==> config.mk <==
export PLATFORM = sky130hd
export DESIGN_NAME = dh_exchange_ctrl
export DESIGN_NICKNAME = d
export VERILOG_FILES = /design/src/rtl/dh_ctrl_pkg.sv /design/src/rtl/engine_watchdog.sv /design/src/rtl/dh_exchange_ctrl.sv
export SDC_FILE = /design/constraint.sdc
export NUM_CORES = 2
export LEC_CHECK = 0
export CORE_AREA = 4 4 394 396
export CTS_BUF_LIST = sky130_fd_sc_hd__clkbuf_8
export CTS_CLUSTER_SIZE = 20
export DETAILED_ROUTE_END_ITERATION = 6
export DIE_AREA = 0 0 398 400
export SLEW_MARGIN = 10
export SYNTH_ARGS = -nofsm -noshare
export SYNTH_HDL_FRONTEND = slang
export SYNTH_SLANG_ARGS = --single-unit
==> constraint.sdc <==
create_clock -name clk -period 10.5 [get_ports clk]
set_input_delay 2.1 -clock clk [delete_from_list [all_inputs] [get_ports clk]]
set_output_delay 2.1 -clock clk [all_outputs]
set_load 0.02 [all_outputs]
==> src/rtl/dh_ctrl_pkg.sv <==
// dh_ctrl_pkg: shared types and constants for the Diffie-Hellman exchange controller
// Contents: FSM state enum, err_code values, default widths and engine timeout.
package dh_ctrl_pkg;
  localparam int DEF_WIDTH     = 100;
  localparam int DEF_EXP_WIDTH = 101;
  localparam int DEF_TIMEOUT   = 4096;
  typedef enum logic [3:0] {
    IDLE,
    REQ_PUB,
    WAIT_PUB,
    SEND_PUB,
    WAIT_PEER,
    CHECK_PEER,
    REQ_SHR,
    WAIT_SHR,
    DONE,
    ERROR
  } state_t;
  localparam logic [1:0] ERR_NONE        = 2'd0;
  localparam logic [1:0] ERR_TIMEOUT     = 2'd1;
  localparam logic [1:0] ERR_PEER_RANGE  = 2'd2;
  localparam logic [1:0] ERR_SECRET_ZERO = 2'd3;
endpackage

==> src/rtl/engine_watchdog.sv <==
// engine_watchdog: bounds the number of cycles an engine request may stay outstanding
// Ports: clk, rst (sync, active-high); clear restarts the count on an engine request;
//        enable counts while a result is awaited; expired flags the last allowed cycle.
module engine_watchdog
  import dh_ctrl_pkg::*;
#(
  parameter int TIMEOUT = DEF_TIMEOUT
) (
  input  logic clk,
  input  logic rst,
  input  logic clear,
  input  logic enable,
  output logic expired
);
  localparam int CW = $clog2(TIMEOUT + 1);
  logic [CW-1:0] cnt_q, cnt_d;
  // The count equals the cycles elapsed since the request pulse, so the request
  // cycle itself loads 1; expiry on the cycle before TIMEOUT lets the error become
  // visible exactly TIMEOUT cycles after the request.
  always_comb cnt_d = clear ? CW'(1) : (enable && cnt_q != CW'(TIMEOUT)) ? cnt_q + CW'(1) : cnt_q;
  assign expired = enable && cnt_q >= CW'(TIMEOUT - 1);
  always_ff @(posedge clk) begin
    if (rst) cnt_q <= '0;
    else cnt_q <= cnt_d;
  end
endmodule

==> src/rtl/dh_exchange_ctrl.sv <==
// dh_exchange_ctrl: sequences one Diffie-Hellman key agreement over a modexp engine
// Ports: start/generator/prime/secret begin an exchange; me_* is the engine request
//        port; pub_* offers our public key; peer_* accepts the peer key; key_valid/
//        shared_key carry the result; error/err_code report timeout, bad peer, zero secret.
module dh_exchange_ctrl
  import dh_ctrl_pkg::*;
#(
  parameter int WIDTH     = DEF_WIDTH,
  parameter int EXP_WIDTH = DEF_EXP_WIDTH,
  parameter int TIMEOUT   = DEF_TIMEOUT
) (
  input  logic                 clk,
  input  logic                 rst,
  input  logic                 start,
  input  logic [WIDTH-1:0]     generator,
  input  logic [WIDTH-1:0]     prime,
  input  logic [EXP_WIDTH-1:0] secret,
  output logic                 busy,
  output logic                 me_start,
  output logic [WIDTH-1:0]     me_base,
  output logic [WIDTH-1:0]     me_prime,
  output logic [EXP_WIDTH-1:0] me_exp,
  input  logic                 me_done,
  input  logic [WIDTH-1:0]     me_result,
  output logic                 pub_valid,
  input  logic                 pub_ready,
  output logic [WIDTH-1:0]     pub_key,
  input  logic                 peer_valid,
  output logic                 peer_ready,
  input  logic [WIDTH-1:0]     peer_key,
  output logic                 key_valid,
  output logic [WIDTH-1:0]     shared_key,
  output logic                 error,
  output logic [1:0]           err_code
);
  state_t state_q, state_d;
  logic [WIDTH-1:0] me_base_q, me_base_d, me_prime_q, me_prime_d;
  logic [WIDTH-1:0] pub_key_q, pub_key_d, peer_q, peer_d, shared_key_q, shared_key_d;
  logic [EXP_WIDTH-1:0] me_exp_q, me_exp_d;
  logic [1:0] err_code_q, err_code_d;
  logic busy_q, busy_d, me_start_q, me_start_d, pub_valid_q, pub_valid_d;
  logic peer_ready_q, peer_ready_d, key_valid_q, key_valid_d, error_q, error_d;
  logic expired, peer_ok;
  engine_watchdog #(.TIMEOUT(TIMEOUT)) u_wdog (
    .clk     (clk),
    .rst     (rst),
    .clear   (me_start_q),
    .enable  (state_q == WAIT_PUB || state_q == WAIT_SHR),
    .expired (expired)
  );
  // The prime >= 4 term guards the subtraction, making the range empty for tiny primes.
  assign peer_ok = peer_q >= WIDTH'(2) && me_prime_q >= WIDTH'(4) && peer_q <= me_prime_q - WIDTH'(2);
  // The me_* registers double as the latched operands: prime and secret stay put for
  // the whole exchange and the base switches to the peer key before the second request.
  always_comb begin
    state_d = state_q;
    me_base_d = me_base_q;
    me_prime_d = me_prime_q;
    me_exp_d = me_exp_q;
    pub_key_d = pub_key_q;
    peer_d = peer_q;
    shared_key_d = shared_key_q;
    err_code_d = err_code_q;
    case (state_q)
      IDLE, DONE, ERROR: if (start) begin
        me_base_d = generator;
        me_prime_d = prime;
        me_exp_d = secret;
        pub_key_d = '0;
        shared_key_d = '0;
        err_code_d = secret == '0 ? ERR_SECRET_ZERO : ERR_NONE;
        state_d = secret == '0 ? ERROR : REQ_PUB;
      end
      REQ_PUB: state_d = WAIT_PUB;
      WAIT_PUB: if (me_done) begin
        pub_key_d = me_result;
        state_d = SEND_PUB;
      end else if (expired) begin
        err_code_d = ERR_TIMEOUT;
        state_d = ERROR;
      end
      SEND_PUB: if (pub_ready) state_d = WAIT_PEER;
      WAIT_PEER: if (peer_valid) begin
        peer_d = peer_key;
        state_d = CHECK_PEER;
      end
      CHECK_PEER: if (peer_ok) begin
        me_base_d = peer_q;
        state_d = REQ_SHR;
      end else begin
        err_code_d = ERR_PEER_RANGE;
        state_d = ERROR;
      end
      REQ_SHR: state_d = WAIT_SHR;
      WAIT_SHR: if (me_done) begin
        shared_key_d = me_result;
        state_d = DONE;
      end else if (expired) begin
        err_code_d = ERR_TIMEOUT;
        state_d = ERROR;
      end
      default: state_d = IDLE;
    endcase
  end
  // Status outputs are decoded from the next state so they register alongside it.
  always_comb begin
    busy_d = !(state_d == IDLE || state_d == DONE || state_d == ERROR);
    me_start_d = state_d == REQ_PUB || state_d == REQ_SHR;
    pub_valid_d = state_d == SEND_PUB;
    peer_ready_d = state_d == WAIT_PEER;
    key_valid_d = state_d == DONE;
    error_d = state_d == ERROR;
  end
  always_ff @(posedge clk) begin
    if (rst) begin
      state_q <= IDLE;
      me_base_q <= '0;
      me_prime_q <= '0;
      me_exp_q <= '0;
      pub_key_q <= '0;
      peer_q <= '0;
      shared_key_q <= '0;
      err_code_q <= ERR_NONE;
      busy_q <= 1'b0;
      me_start_q <= 1'b0;
      pub_valid_q <= 1'b0;
      peer_ready_q <= 1'b0;
      key_valid_q <= 1'b0;
      error_q <= 1'b0;
    end else begin
      state_q <= state_d;
      me_base_q <= me_base_d;
      me_prime_q <= me_prime_d;
      me_exp_q <= me_exp_d;
      pub_key_q <= pub_key_d;
      peer_q <= peer_d;
      shared_key_q <= shared_key_d;
      err_code_q <= err_code_d;
      busy_q <= busy_d;
      me_start_q <= me_start_d;
      pub_valid_q <= pub_valid_d;
      peer_ready_q <= peer_ready_d;
      key_valid_q <= key_valid_d;
      error_q <= error_d;
    end
  end
  assign busy = busy_q;
  assign me_start = me_start_q;
  assign me_base = me_base_q;
  assign me_prime = me_prime_q;
  assign me_exp = me_exp_q;
  assign pub_valid = pub_valid_q;
  assign pub_key = pub_key_q;
  assign peer_ready = peer_ready_q;
  assign key_valid = key_valid_q;
  assign shared_key = shared_key_q;
  assign error = error_q;
  assign err_code = err_code_q;
endmodule

## After elaboration in Yosys (flattened, before gate mapping)

Index checks and enable logic that the tools add are counted.

| cells by class | value |
|---|---|
| equal/unequal tests | 23 |
| muxes and demuxes | 24 |
| add/sub/neg operators | 2 |
| reduce and logical (&&, ||, !) cells | 26 |
| $lt $le $gt $ge | 4 |

Operators by type and width:

| kind | count |
|---|---|
| $pmux 100 s2 | 3 |
| $mux 100 | 4 |
| $logic_not 101->1 | 1 |
| $ge 100x2->1 const B | 1 |
| $ge 100x3->1 const B | 1 |
| $le 100x100->1 | 1 |
| $sub 100x2->100 const B | 1 |
| $mux 4 | 8 |
| $pmux 4 s8 | 1 |
| $eq 4x3->1 const B | 6 |
| $eq 4x4->1 const B | 4 |
| $add 13x1->13 const B | 1 |
| $ge 13x12->1 const B | 1 |
| $ne 13x13->1 const B | 1 |
| $eq 4x2->1 const B | 3 |
| $ne 2x2->1 const B | 6 |
| $mux 2 | 5 |
| $reduce_and 3->1 | 3 |
| $eq 4x1->1 const B | 2 |
| $logic_not 4->1 | 2 |
| $reduce_bool 2->1 | 4 |
| $pmux 2 s3 | 1 |
| $reduce_and 5->1 | 1 |
| $logic_and 1x1->1 | 4 |
| 8 further kinds | 14 |

| word-level totals | value |
|---|---|
| output and inout bits | 509 |
| logic and storage cells | 95 |
| register bits after elaboration | 626 |
| input port bits | 507 |

## Depth between registers and ports, before layout

| depth | value |
|---|---|
| word-level depth | 10 |
| mapped depth | 21 |
| mapped depth without buffers | 17 |

## Hierarchy

Synthesis repeated with hierarchy kept, for this count alone.

| unflattened totals | value |
|---|---|
| cells, all modules | 3502 |
| area total of the unflattened synthesis | 28148.2 um^2 |

Modules (own cells, without submodules):

| module | sequential area each (um^2) | area each (um^2) | cells an instance | times used |
|---|---|---|---|---|
| dh_exchange_ctrl | 12271.8 | 27433.8 | 3418 | 1 |
| engine_watchdog | 260.2 | 714.4 | 84 | 1 |

## Worst setup path after synthesis

No wires, ideal clock.

| timing | value |
|---|---|
| path kind | reg-to-reg |
| from | reg me_prime_q[3], in the netlist me_prime[3] |
| to | reg me_base_q[48], in the netlist me_base[48] |
| arrival | 5.970 ns |
| required time | 10.414 ns |
| buffers on the path | 2 |
| stages on the path, launching flop included | 19 |
| setup time | 0.086 ns |
| setup slack | 4.445 ns |
| period minus slack after synthesis | 6.055 ns |
| cell sequence | dfxtp_1 or4_4 nor4_4 nand4_4 or4_4 nor4_4 nand2_2 or4_1 xor2_1 ha_1 nand4_1 or4_1 or4_1 or4_1 o21ai_1 nand2_1 clkbuf_1 clkbuf_1 a211oi_1 |

| between the ends | value |
|---|---|
| cells in the longest elaborated chain, start to end | 5 |
| elaborated cells between the ends (all ways) | 7 |
| those cells by class | add/sub: 1; order compare: 2; eq/ne: 1; reduce/logical: 3 |

Ends and longest elaborated chain:

| what | line | text |
|---|---|---|
| start, declared | dh_exchange_ctrl.sv:37 | `logic [WIDTH-1:0] me_base_q, me_base_d, me_prime_q, me_prime_d;` |
| start signal, assigned | dh_exchange_ctrl.sv:133 | `me_prime_q <= me_prime_d;` |
| $sub 100x2->100 / $ge 100x3->1 (equally long branches) | dh_exchange_ctrl.sv:52 | `assign peer_ok = peer_q >= WIDTH'(2) && me_prime_q >= WIDTH'(4) && peer_q <= me_prime_q - WIDTH'(2);` |
| $le 100x100->1 / $logic_and 1x1->1 (equally long branches) | dh_exchange_ctrl.sv:52 |  |
| $logic_and 1x1->1 * | dh_exchange_ctrl.sv:52 |  |
| $ne 2x2->1 (no line) * | n/a |  |
| $reduce_and 3->1 (no line) * | n/a |  |
| end signal, assigned | dh_exchange_ctrl.sv:132 | `me_base_q <= me_base_d;` |
| end, declared | dh_exchange_ctrl.sv:37 |  |

Every way passes the cells marked *; elsewhere a longest branch is shown, timed or not.
A chain may end at the register's enable or synchronous reset.

## Worst setup path in the final report

| timing | value |
|---|---|
| from | reg me_prime_q[3], in the netlist me_prime[3] |
| to | reg me_base_q[3], in the netlist me_base[3] |

Same word-level chain as after synthesis.

==> impl_results.html <==
<table>
<tr><th>Metric</th><th>Value</th></tr>
<tr><th colspan="2">STA</th></tr>
<tr><td>Final slew viol count</td><td>0</td></tr>
<tr><td>Min Clock Period, post-route</td><td>7850 ps</td></tr>
<tr><td>Setup repair after global routing missed its margin</td><td>false</td></tr>
<tr><td>Actual slew at the worst max-slew pin</td><td>1250 ps</td></tr>
<tr><td>Final worst-path cycle share</td><td>74.8%</td></tr>
<tr><td>Endpoints failing hold</td><td>0</td></tr>
<tr><td>Max transition margin</td><td>16.7%</td></tr>
<tr><td>Maximum frequency from static timing analysis</td><td>0.127 GHz</td></tr>
<tr><td>Final setup viols</td><td>0</td></tr>
<tr><td>Maximum clock skew at final layout</td><td>84.1 ps</td></tr>
<tr><td>Setup TNS after final layout</td><td>0 ps</td></tr>
<tr><th colspan="2">Logic synthesis</th></tr>
<tr><td>Total of warnings raised by yosys</td><td>0</td></tr>
<tr><td>Flip-flop and latch count after synthesis</td><td>626</td></tr>
<tr><td>Syn Inst Count</td><td>3542</td></tr>
<tr><td>Netlist area before placement</td><td>27600 sq um</td></tr>
<tr><td>Avg Inst Size Synth</td><td>7.79 sq um</td></tr>
<tr><td>Seq/Total Area, Yosys</td><td>45.4%</td></tr>
<tr><td>Ranking of synthesized cells by area</td><td>sky130_fd_sc_hd__dfxtp_1 45%, sky130_fd_sc_hd__nor2_1 9.2%, sky130_fd_sc_hd__nand2_1 9.1%</td></tr>
<tr><td>Dominant cell type by area after synthesis</td><td>sky130_fd_sc_hd__dfxtp_1</td></tr>
<tr><td>Syn_nets</td><td>4152</td></tr>
<tr><td>Count of cell types in the netlist</td><td>54</td></tr>
<tr><td>Synth Flop Type</td><td>sky130_fd_sc_hd__dfxtp_1</td></tr>
<tr><td>Number of synthesized flops with an enable pin</td><td>0</td></tr>
<tr><td>Share of synthesized flip-flops with an asynchronous set or reset</td><td>0%</td></tr>
<tr><td>Area fraction of the dominant cell type after synthesis</td><td>45.4%</td></tr>
<tr><th colspan="2">Clock tree</th></tr>
<tr><td>CTS HTree Levels</td><td>3</td></tr>
<tr><td>Count of clock tree sinks</td><td>626</td></tr>
<tr><td>TritonCTS clock tree</td><td>yes</td></tr>
<tr><td>Number of buffers inserted by post-CTS setup repair</td><td>0</td></tr>
<tr><td>Maximum clock path buffer count</td><td>3</td></tr>
<tr><td>Clock latency on the worst-skew pair</td><td>850 ps</td></tr>
<tr><td>Clock input transition at the sequential cells of the worst setup and hold paths</td><td>60 ps</td></tr>
<tr><td>Num CTS Buffers</td><td>114</td></tr>
<tr><td>Number of gates resized after CTS</td><td>0</td></tr>
<tr><td>Buffer type at the clock tree root</td><td>sky130_fd_sc_hd__clkbuf_8</td></tr>
<tr><td>CTS Hold Bufs</td><td>0</td></tr>
<tr><th colspan="2">Setup path</th></tr>
<tr><td>Data required time at the worst endpoint</td><td>11110 ps</td></tr>
<tr><td>Setup Crit Path Kind</td><td>reg2reg</td></tr>
<tr><td>Worst reg2reg path startpoint</td><td>me_prime[3]</td></tr>
<tr><td>Top fanout value on the critical path</td><td>74</td></tr>
<tr><td>Register-to-Register Path Depth</td><td>18</td></tr>
<tr><td>Worst setup EP type</td><td>register</td></tr>
<tr><td>Kind of start point of the critical path</td><td>register</td></tr>
<tr><td>Worst r2r dst</td><td>me_base[3]</td></tr>
<tr><td>Setup slack of the worst register-to-register path</td><td>2650 ps</td></tr>
<tr><td>Data arrival time of the critical path</td><td>8460 ps</td></tr>
<tr><th colspan="2">Routing</th></tr>
<tr><td>First drt pass iteration count</td><td>7</td></tr>
<tr><td>Final antenna-violating net count</td><td>0</td></tr>
<tr><td>Detailed-route via count</td><td>30.1k</td></tr>
<tr><td>Routed Wire Length</td><td>167 mm</td></tr>
<tr><td>DRT iter0 DRCs</td><td>2178</td></tr>
<tr><td>Per-cell routed wire length</td><td>25.3 um</td></tr>
<tr><td>Final routed DRC violation total</td><td>1</td></tr>
<tr><td>Via-per-instance ratio</td><td>4.55</td></tr>
<tr><th colspan="2">Die</th></tr>
<tr><td>Height of the die</td><td>400 um</td></tr>
<tr><td>Die area</td><td>159000 sq um</td></tr>
<tr><td>Die boundary width</td><td>398 um</td></tr>
<tr><td>I/O pins</td><td>1016</td></tr>
<tr><td>Core outline area</td><td>152000 sq um</td></tr>
<tr><td>Effective utilization at floorplan</td><td>18.2%</td></tr>
<tr><td>Number of rows created at floorplan</td><td>143</td></tr>
<tr><th colspan="2">Place</th></tr>
<tr><td>Buffers added on ports</td><td>1015</td></tr>
<tr><td>Final RePlAce weighted congestion</td><td>0.883</td></tr>
<tr><td>Post-detailed-placement half-perimeter wirelength</td><td>132 mm</td></tr>
<tr><th colspan="2">Finish</th></tr>
<tr><td>Commonest non-fill, non-tap cell in the layout</td><td>sky130_fd_sc_hd__clkdlybuf4s50_1</td></tr>
<tr><td>Commonest cells after routing, fill and taps aside</td><td>1014 x sky130_fd_sc_hd__clkdlybuf4s50_1, 675 x sky130_fd_sc_hd__nor2_1, 667 x sky130_fd_sc_hd__nand2_1</td></tr>
<tr><td>Layout cell share with drive strength beyond 1</td><td>5.31%</td></tr>
<tr><td>Layout overhead on the synthesized area</td><td>53.7%</td></tr>
<tr><td>NumNets Final</td><td>5071</td></tr>
<tr><td>Total of fill cells in the finished design</td><td>16.3k</td></tr>
<tr><th colspan="2">Global route</th></tr>
<tr><td>Via count of the first global-routing pass</td><td>29.3k</td></tr>
<tr><td>Global Route Usage Sum</td><td>19.9%</td></tr>
<tr><td>Wire length of the first global-routing pass</td><td>226 mm</td></tr>
<tr><td>Total gr overflow</td><td>0</td></tr>
<tr><td>Pin count of the biggest net entering global routing</td><td>197</td></tr>
<tr><td>Number of antenna violations at the first check in global routing</td><td>54</td></tr>
<tr><th colspan="2">Pwr</th></tr>
<tr><td>Worst IR Drop VDD</td><td>0.101 mV</td></tr>
<tr><td>Total leakage power</td><td>15.4 nW</td></tr>
<tr><td>Overall power</td><td>0.00666 W</td></tr>
<tr><td>Power density of the placed cells</td><td>157 nW/um^2</td></tr>
<tr><th colspan="2">Hold path</th></tr>
<tr><td>End point of the worst hold path</td><td>me_exp[39]</td></tr>
<tr><td>HP Start</td><td>me_exp[39]</td></tr>
<tr><td>Number of cells on the worst hold path</td><td>2</td></tr>
<tr><td>Path type of the worst min-delay path</td><td>reg2reg</td></tr>
<tr><th colspan="2">Outcome</th></tr>
<tr><td>Violations in the final reports</td><td>DRC</td></tr>
<tr><td>Result of the run</td><td>complete, but fails checks</td></tr>
<tr><th colspan="2">Job</th></tr>
<tr><td>Reported max-cap violation count</td><td>0</td></tr>
</table>
## sequential cells by signal (all words and copies together) (netlist names), 2 cells and up
name	flops
err_code	2
shared_key	100
me_base	100
pub_key	100
u_wdog.cnt_q	13
me_prime	100
peer_q	100
state_q	4
me_exp	101
## where the power goes
| group | switching, W | internal, W |
|---|---|---|
| clock network | 0.00118 | 0.00147 |
| registers | 0.000115 | 0.00250 |
| logic | 0.000807 | 0.000588 |
## worst max path at each step
| stage | start | end | slack (ps) |
|---|---|---|---|
| after detailed placement | me_prime[3] | me_base[4] | 2710 |
| after global placement | me_prime[3] | me_base[16] | 2890 |
| after global routing | me_prime[3] | me_base[24] | 2290 |
| after CTS | me_prime[3] | me_base[36] | 2640 |
| after floorplan | me_prime[3] | me_base[48] | 4440 |
| final | me_prime[3] | me_base[3] | 2650 |
## cells by family (layout without fill, tap and decap cells)
kind of cell	Yosys count	in the layout	share of synthesized area, %
AO/OA/AOI/OAI	817	817	18.0
XOR/XNOR	106	106	3.37
adder cells (fa/ha/maj)	103	103	4.67
buffers and inverters	266	1280	3.68
flip-flops	626	626	45.4
multiplexers	1	1	0.0363
other	0	16	0
AND/OR/NAND/NOR	1623	1623	24.8
## per-layer routing
| layer | routed length, um | up-vias | GRT usage, % |
|---|---|---|---|
| met2 | 80100 | 1239 | 34.0 |
| met5 | 150 | - | 0 |
| met4 | 6020 | 22 | 6.98 |
| li1 | - | 14100 | - |
| met1 | 67000 | 14400 | 23.4 |
| met3 | 13900 | 292 | 6.10 |
## area by class of cell
type,instances,area (sq um),share of cell area [%]
sequential,626,12500,29.6
multi-input combinational,2650,14100,33.4
antenna,16,40.0,0.0945
tap,2030,2540,5.99
inverter,15,56.3,0.133
timing repair buffer,1054,10500,24.7
clock buffer,148,2040,4.81
clock inverter,63,546,1.29
## per-stage QoR
stage / cell area [sq um] / hold slack, ps / setup slack [ps] / utilization, % / std cells
2_1_floorplan: 27600 / 436 / 4440 / - / 3542
3_3_place_gp: 39700 / 441 / 2890 / 26.2 / 6375
3_5_place_dp: 39700 / 446 / 2710 / 26.2 / 6375
4_1_cts: 42300 / 455 / 2640 / 27.9 / 6586
5_1_grt: 42300 / 467 / 2290 / 27.9 / 6593
6_report: 42400 / 452 / 2650 / 28.0 / 6602
## Yosys cell counts (all sizes together) (36+ instances only)
master  number
a22oi      201
nor3        42
a211oi     104
ha         103
a21oi      452
xnor2       70
dfxtp      626
nand4       44
nor4        84
clkbuf     235
nand2      669
nor2       677
xor2        36
## worst max-delay path, cell delays in order, from the launching register on
cell	delay, ps
sky130_fd_sc_hd__dfxtp_1	370
sky130_fd_sc_hd__or4_4	610
sky130_fd_sc_hd__nor4_1	400
sky130_fd_sc_hd__nand4_1	460
sky130_fd_sc_hd__nor3_1	620
sky130_fd_sc_hd__nand2b_1	470
sky130_fd_sc_hd__or3_1	550
sky130_fd_sc_hd__nor3_1	240
sky130_fd_sc_hd__xnor2_1	110
sky130_fd_sc_hd__ha_1	300
sky130_fd_sc_hd__nand4_1	150
sky130_fd_sc_hd__or4_1	600
sky130_fd_sc_hd__or4_1	570
sky130_fd_sc_hd__a311oi_1	310
sky130_fd_sc_hd__a211o_1	190
sky130_fd_sc_hd__o21ai_1	150
sky130_fd_sc_hd__nand2_4	430
sky130_fd_sc_hd__buf_4	770
sky130_fd_sc_hd__a211oi_1	180
Power figures use the tool's default switching activity.
